`config.mk`:
```
export PLATFORM = sky130hd
export DESIGN_NAME = trace_step_loader
export DESIGN_NICKNAME = d
export VERILOG_FILES = /design/src/rtl/trace_step_loader.sv
export SDC_FILE = /design/constraint.sdc
export NUM_CORES = 2
export LEC_CHECK = 0
export ABC_AREA = 1
export CORE_UTILIZATION = 54
export CTS_CLUSTER_SIZE = 20
export DETAILED_ROUTE_END_ITERATION = 6
export GPL_TIMING_DRIVEN = 0
export PLACE_DENSITY = 0.74
export SKIP_CTS_REPAIR_TIMING = 1
export SYNTH_ARGS = -nofsm -noshare
export SYNTH_HDL_FRONTEND = slang
export SYNTH_SLANG_ARGS = --single-unit
```
`constraint.sdc`:
```
create_clock -name clk -period 62.8 [get_ports clk]
set_clock_uncertainty 0.2 [all_clocks]
set_input_delay 9.42 -clock clk [delete_from_list [all_inputs] [get_ports clk]]
set_output_delay 9.42 -clock clk [all_outputs]
set_load 0.02 [all_outputs]
```
`src/rtl/trace_step_loader.sv`:
```
// trace_step_loader: gathers one 18-word witness step into a collect buffer
// and hands it to decode as a registered bundle. The collect buffer and the
// output register form two slots, so step N+1 can be gathered while step N
// waits for decode. Each step header carries MAGIC and a running index; any
// header mismatch latches a sticky error that only reset clears.
//
// Handshake: a word moves on in_* only in a cycle where in_valid && in_ready,
// and a bundle moves on out_* only in a cycle where out_valid && out_ready.
// A raised valid, together with its data, holds until that transfer happens.
// in_ready is a register that follows the state alone. All out_* signals are
// registers, so there is no combinational path from in_* to out_*.
module trace_step_loader #(
  parameter logic [15:0] MAGIC = 16'h5354
) (
  input  logic        clk,
  input  logic        rst,
  input  logic        in_valid,
  output logic        in_ready,
  input  logic [31:0] in_data,
  output logic        out_valid,
  input  logic        out_ready,
  output logic [95:0] raw_instr,
  output logic [31:0] eax,
  output logic [31:0] ebx,
  output logic [31:0] ecx,
  output logic [31:0] edx,
  output logic [31:0] esi,
  output logic [31:0] edi,
  output logic [31:0] esp,
  output logic [31:0] ebp,
  output logic        hint1_is_write,
  output logic [31:0] hint1_address,
  output logic [31:0] hint1_data,
  output logic        hint2_is_write,
  output logic [31:0] hint2_address,
  output logic [31:0] hint2_data,
  output logic [15:0] step_idx,
  output logic        err,
  output logic [1:0]  dbg_state
);

  typedef enum logic [1:0] {
    COLLECT = 2'd0,
    PENDING = 2'd1,
    ERROR   = 2'd2
  } state_t;

  state_t      state;
  logic [31:0] cbuf [18];   // collect buffer, indexed by word position
  logic [4:0]  wcnt;        // position of the next word within the step
  logic [15:0] exp_idx;     // index the next header must carry

  logic        accept;
  logic        hdr_ok;
  logic        last_word;
  logic        drain;
  logic        load;
  logic [31:0] w17;

  assign dbg_state = state;

  // Decide this cycle's transfers and whether a bundle moves into the output slot.
  always_comb begin
    accept    = in_valid && in_ready;
    hdr_ok    = (in_data[31:16] == MAGIC) && (in_data[15:0] == exp_idx);
    last_word = (wcnt == 5'd17);
    drain     = out_valid && out_ready;
    load      = 1'b0;
    if (state == COLLECT && accept && last_word && (!out_valid || out_ready))
      load = 1'b1;
    if (state == PENDING && drain)
      load = 1'b1;
    // On the fly the final word has not been written to the buffer yet.
    w17 = (state == COLLECT) ? in_data : cbuf[17];
  end

  // Control FSM, collect buffer and output register.
  always_ff @(posedge clk or posedge rst) begin
    if (rst) begin
      state          <= COLLECT;
      in_ready       <= 1'b0;
      err            <= 1'b0;
      wcnt           <= 5'd0;
      exp_idx        <= 16'd0;
      out_valid      <= 1'b0;
      raw_instr      <= '0;
      eax            <= '0;
      ebx            <= '0;
      ecx            <= '0;
      edx            <= '0;
      esi            <= '0;
      edi            <= '0;
      esp            <= '0;
      ebp            <= '0;
      hint1_is_write <= 1'b0;
      hint1_address  <= '0;
      hint1_data     <= '0;
      hint2_is_write <= 1'b0;
      hint2_address  <= '0;
      hint2_data     <= '0;
      step_idx       <= '0;
      for (int i = 0; i < 18; i++) cbuf[i] <= '0;
    end else begin
      // Output slot: a new bundle wins over a drain in the same cycle.
      if (load) begin
        out_valid      <= 1'b1;
        raw_instr      <= {cbuf[3], cbuf[2], cbuf[1]};
        eax            <= cbuf[4];
        ebx            <= cbuf[5];
        ecx            <= cbuf[6];
        edx            <= cbuf[7];
        esi            <= cbuf[8];
        edi            <= cbuf[9];
        esp            <= cbuf[10];
        ebp            <= cbuf[11];
        hint1_is_write <= cbuf[12][0];
        hint1_address  <= cbuf[13];
        hint1_data     <= cbuf[14];
        hint2_is_write <= cbuf[15][0];
        hint2_address  <= cbuf[16];
        hint2_data     <= w17;
        step_idx       <= cbuf[0][15:0];
      end else if (drain) begin
        out_valid <= 1'b0;
      end

      case (state)
        COLLECT: begin
          in_ready <= 1'b1;
          if (accept) begin
            if (wcnt == 5'd0 && !hdr_ok) begin
              // Bad header: freeze collection; the partial step is dropped.
              state    <= ERROR;
              in_ready <= 1'b0;
              err      <= 1'b1;
            end else begin
              cbuf[wcnt] <= in_data;
              if (wcnt == 5'd0) exp_idx <= exp_idx + 16'd1;
              if (last_word) begin
                wcnt <= 5'd0;
                if (!load) begin
                  state    <= PENDING;
                  in_ready <= 1'b0;
                end
              end else begin
                wcnt <= wcnt + 5'd1;
              end
            end
          end
        end
        PENDING: begin
          in_ready <= 1'b0;
          if (drain) begin
            state    <= COLLECT;
            in_ready <= 1'b1;
          end
        end
        ERROR: begin
          in_ready <= 1'b0;
          err      <= 1'b1;
        end
        default: begin
          state    <= ERROR;
          in_ready <= 1'b0;
          err      <= 1'b1;
        end
      endcase
    end
  end

endmodule

```
==> qor.yml <==
outcome: "finished with violations"
failed_checks: "capacitance limit, slew limit"
yosys_warnings: 0
clock_latency_ns: 0.67
core-area_um2: 77300
root_buffer: "clkbuf_16"
numCtsBuffers: 102
synth-main-ff-cell: "dfrtp_1"
drt-initial-drc-count: 4694
drt.antenna.violating_nets: 0
period_needed_ns: 12.52
fmax_mhz: 79.9
fin_nets: 5453
arrival_ns: 12.93
hpwl_um: 101000
ys_ff_latch: 1022
wire_per_inst_um: 22.8
cts_tree: "built"
syn_nets: 4833
rows: 102
grtUsageTotal_pct: 37.9
route.detailed.drc: 0
clkTransAtPathRegs_ns: 0.06
top_register: "cbuf"
p_leak_nw: 27.8
ff2ff_path_depth: 6
synth_cells: 4792
grt_overflow: 0
clock_sinks: 1022
finalSetupViolations: 0
slew_violations: 44
worstPathMaxFanout: 10
hold-path-endpoint: "hint1_data[31]"
syn_area_um2: 42100
dpl_worst_slack_ns: 49.84
hp-start: "cbuf[127]"
rrSetupSlack_ns: 58.90
start_util_pct: 54.5
grt_max_degree: 135
gp_congestion: 0.943
relSlewSlack_pct: -4.68
io_pins: 539
viasPerCell: 5.63
dr.pass1.iters: 6
synth_edf_count: 0
crit_required_ns: 63.21
antenna_found_initial: 2
synth.most_common_cell: "nand2_1"
htree_levels: 3
finalCritPeriodShare_pct: 19.9
critPathLaunchType: "input port"
largest_reg_flops: 498
finalSetupTns_ns: 0
drt_wl_total_um: 149000
rsz0062_at_grt: "no"
fp.dieW_um: 281
synth_commonest_cells: "nand2_1 (2600), dfrtp_1 (1022), nand4_1 (501)"
drive_above_1_share_pct: 8.19
max_cap_violations: 5
hold_class: "flip-flop to flip-flop"
io_buffers: 507
hold_path_depth: 2
reg.largest.list: "cbuf: 498 flops, raw_instr: 96 flops"
tightestPinTransition_ns: 1.57
ys_top_cells_by_area: "dfrtp_1 (61%), nand2_1 (23%), nand4_1 (7.4%), buf_2 (2.0%), clkbuf_1 (1.3%)"
yosysTopAreaCell: "dfrtp_1"
syn_avg_cell_area_um2: 8.79
synth_top_area_share_pct: 60.7
seq_area_frac_synth_pct: 60.7
cts_buffer_depth: 3
peakVddDrop_mv: 0.0226
reg2reg_to: "cbuf[127]"
yosysUniqueCellTypes: 31
grt_first_pass_wirelength_um: 220000
layout_setup_ws_ns: 50.28
grt_pass1_vias: 35400
end_kind: "flip-flop"
worstSetupPathType: "input port to flip-flop"
area_delta_synth_final_pct: 24.2
powerDensity_nw_per_um2: 25.8
dieArea_um2: 79100
die_y_um: 281
r2r_start: "in_ready"
synthArstFlopShare_pct: 100
via_count: 36800
timing_hold_violations_final: 0
[worst max path at each step]
| stage | slack (ns) | end | start |
|---|---|---|---|
| after global placement | 13.25 | hint1_data[14] | rst |
| after floorplan | 24.42 | cbuf[0] | rst |
| after detailed placement | 49.84 | cbuf[127] | in_valid |
| after global routing | 50.25 | cbuf[319] | in_valid |
| after CTS | 50.51 | cbuf[127] | in_valid |
| final | 50.28 | cbuf[127] | in_valid |
[per-stage QoR]
| step | util [%] | hold WS, ns | cells | power, mW | area [µm²] |
|---|---|---|---|---|---|
| 6_report | 67.7 | 0.266 | 6533 | 1.35 | 52300 |
| 5_1_grt | 67.7 | 0.276 | 6532 | 1.38 | 52300 |
| 4_1_cts | 67.7 | 0.259 | 6532 | 1.35 | 52300 |
| 3_5_place_dp | 63.1 | 0.251 | 6348 | 0.706 | 48800 |
| 3_3_place_gp | 62.7 | 0.249 | 6339 | 0.706 | 48500 |
| 2_1_floorplan | - | 0.242 | 4792 | 0.688 | 42100 |
[layer usage]
metal  global-route usage [%]  wire length (µm)  part of all wire (%)
met2                     58.6             67400                    45
met5                        0                23                 0.015
met4                     19.2              8530                   5.7
met3                     9.91             15800                    11
met1                     49.5             57400                    38
[cells by family (layout without fill, tap and decap cells)]
family                     after synthesis  count (layout)  share of synthesized area, %
DFF                                   1022            1022                          60.7
AOI/OAI and AO/OA                       59              59                         0.808
and+or+nand+nor                       3240            3240                          32.4
adders and majority gates                5               5                         0.149
other                                    0               1                             0
buffers and inverters                  451            1151                          5.63
xor gates and xnor gates                15              15                         0.312
[power by group]
part	total, mW	switching (mW)	leakage [nW]	internal [mW]
Sequential	0.658	0.00000000000000000156	14.3	0.658
Clock	0.655	0.266	1.75	0.389
Combinational	0.0365	0.0326	11.8	0.00385
[area by class of cell]
| type | count | area, µm² |
|---|---|---|
| fill | 6296 | 25000 |
| clock inverter | 29 | 495 |
| clock buffer | 155 | 3070 |
| sequential | 1022 | 25600 |
| tap | 1040 | 1300 |
| multi-input combinational | 3319 | 14200 |
| inverter | 60 | 233 |
| timing repair buffer | 516 | 5320 |
| buffer | 391 | 2160 |
| antenna | 1 | 2.50 |
[critical path, cell delays in order]
cell and delay [ns]:
clkdlybuf4s50_1 0.47, nand2_1 0.26, nor2_2 0.78, clkbuf_1 0.81
buf_1 0.85, nand4_1 0.19, nand2_1 0.13
[placed cells by master (no fill, tap or decap), drive strengths merged, types with 32 or more instances in the layout]
| cell type | count |
|---|---|
| a31oi | 32 |
| clkbuf | 305 |
| clkdlybuf4s50 | 507 |
| dfrtp | 1022 |
| nor2 | 88 |
| buf | 250 |
| nand2 | 2603 |
| nand3 | 32 |
| inv | 59 |
| nand4 | 501 |
Power figures use the tool's default switching activity.
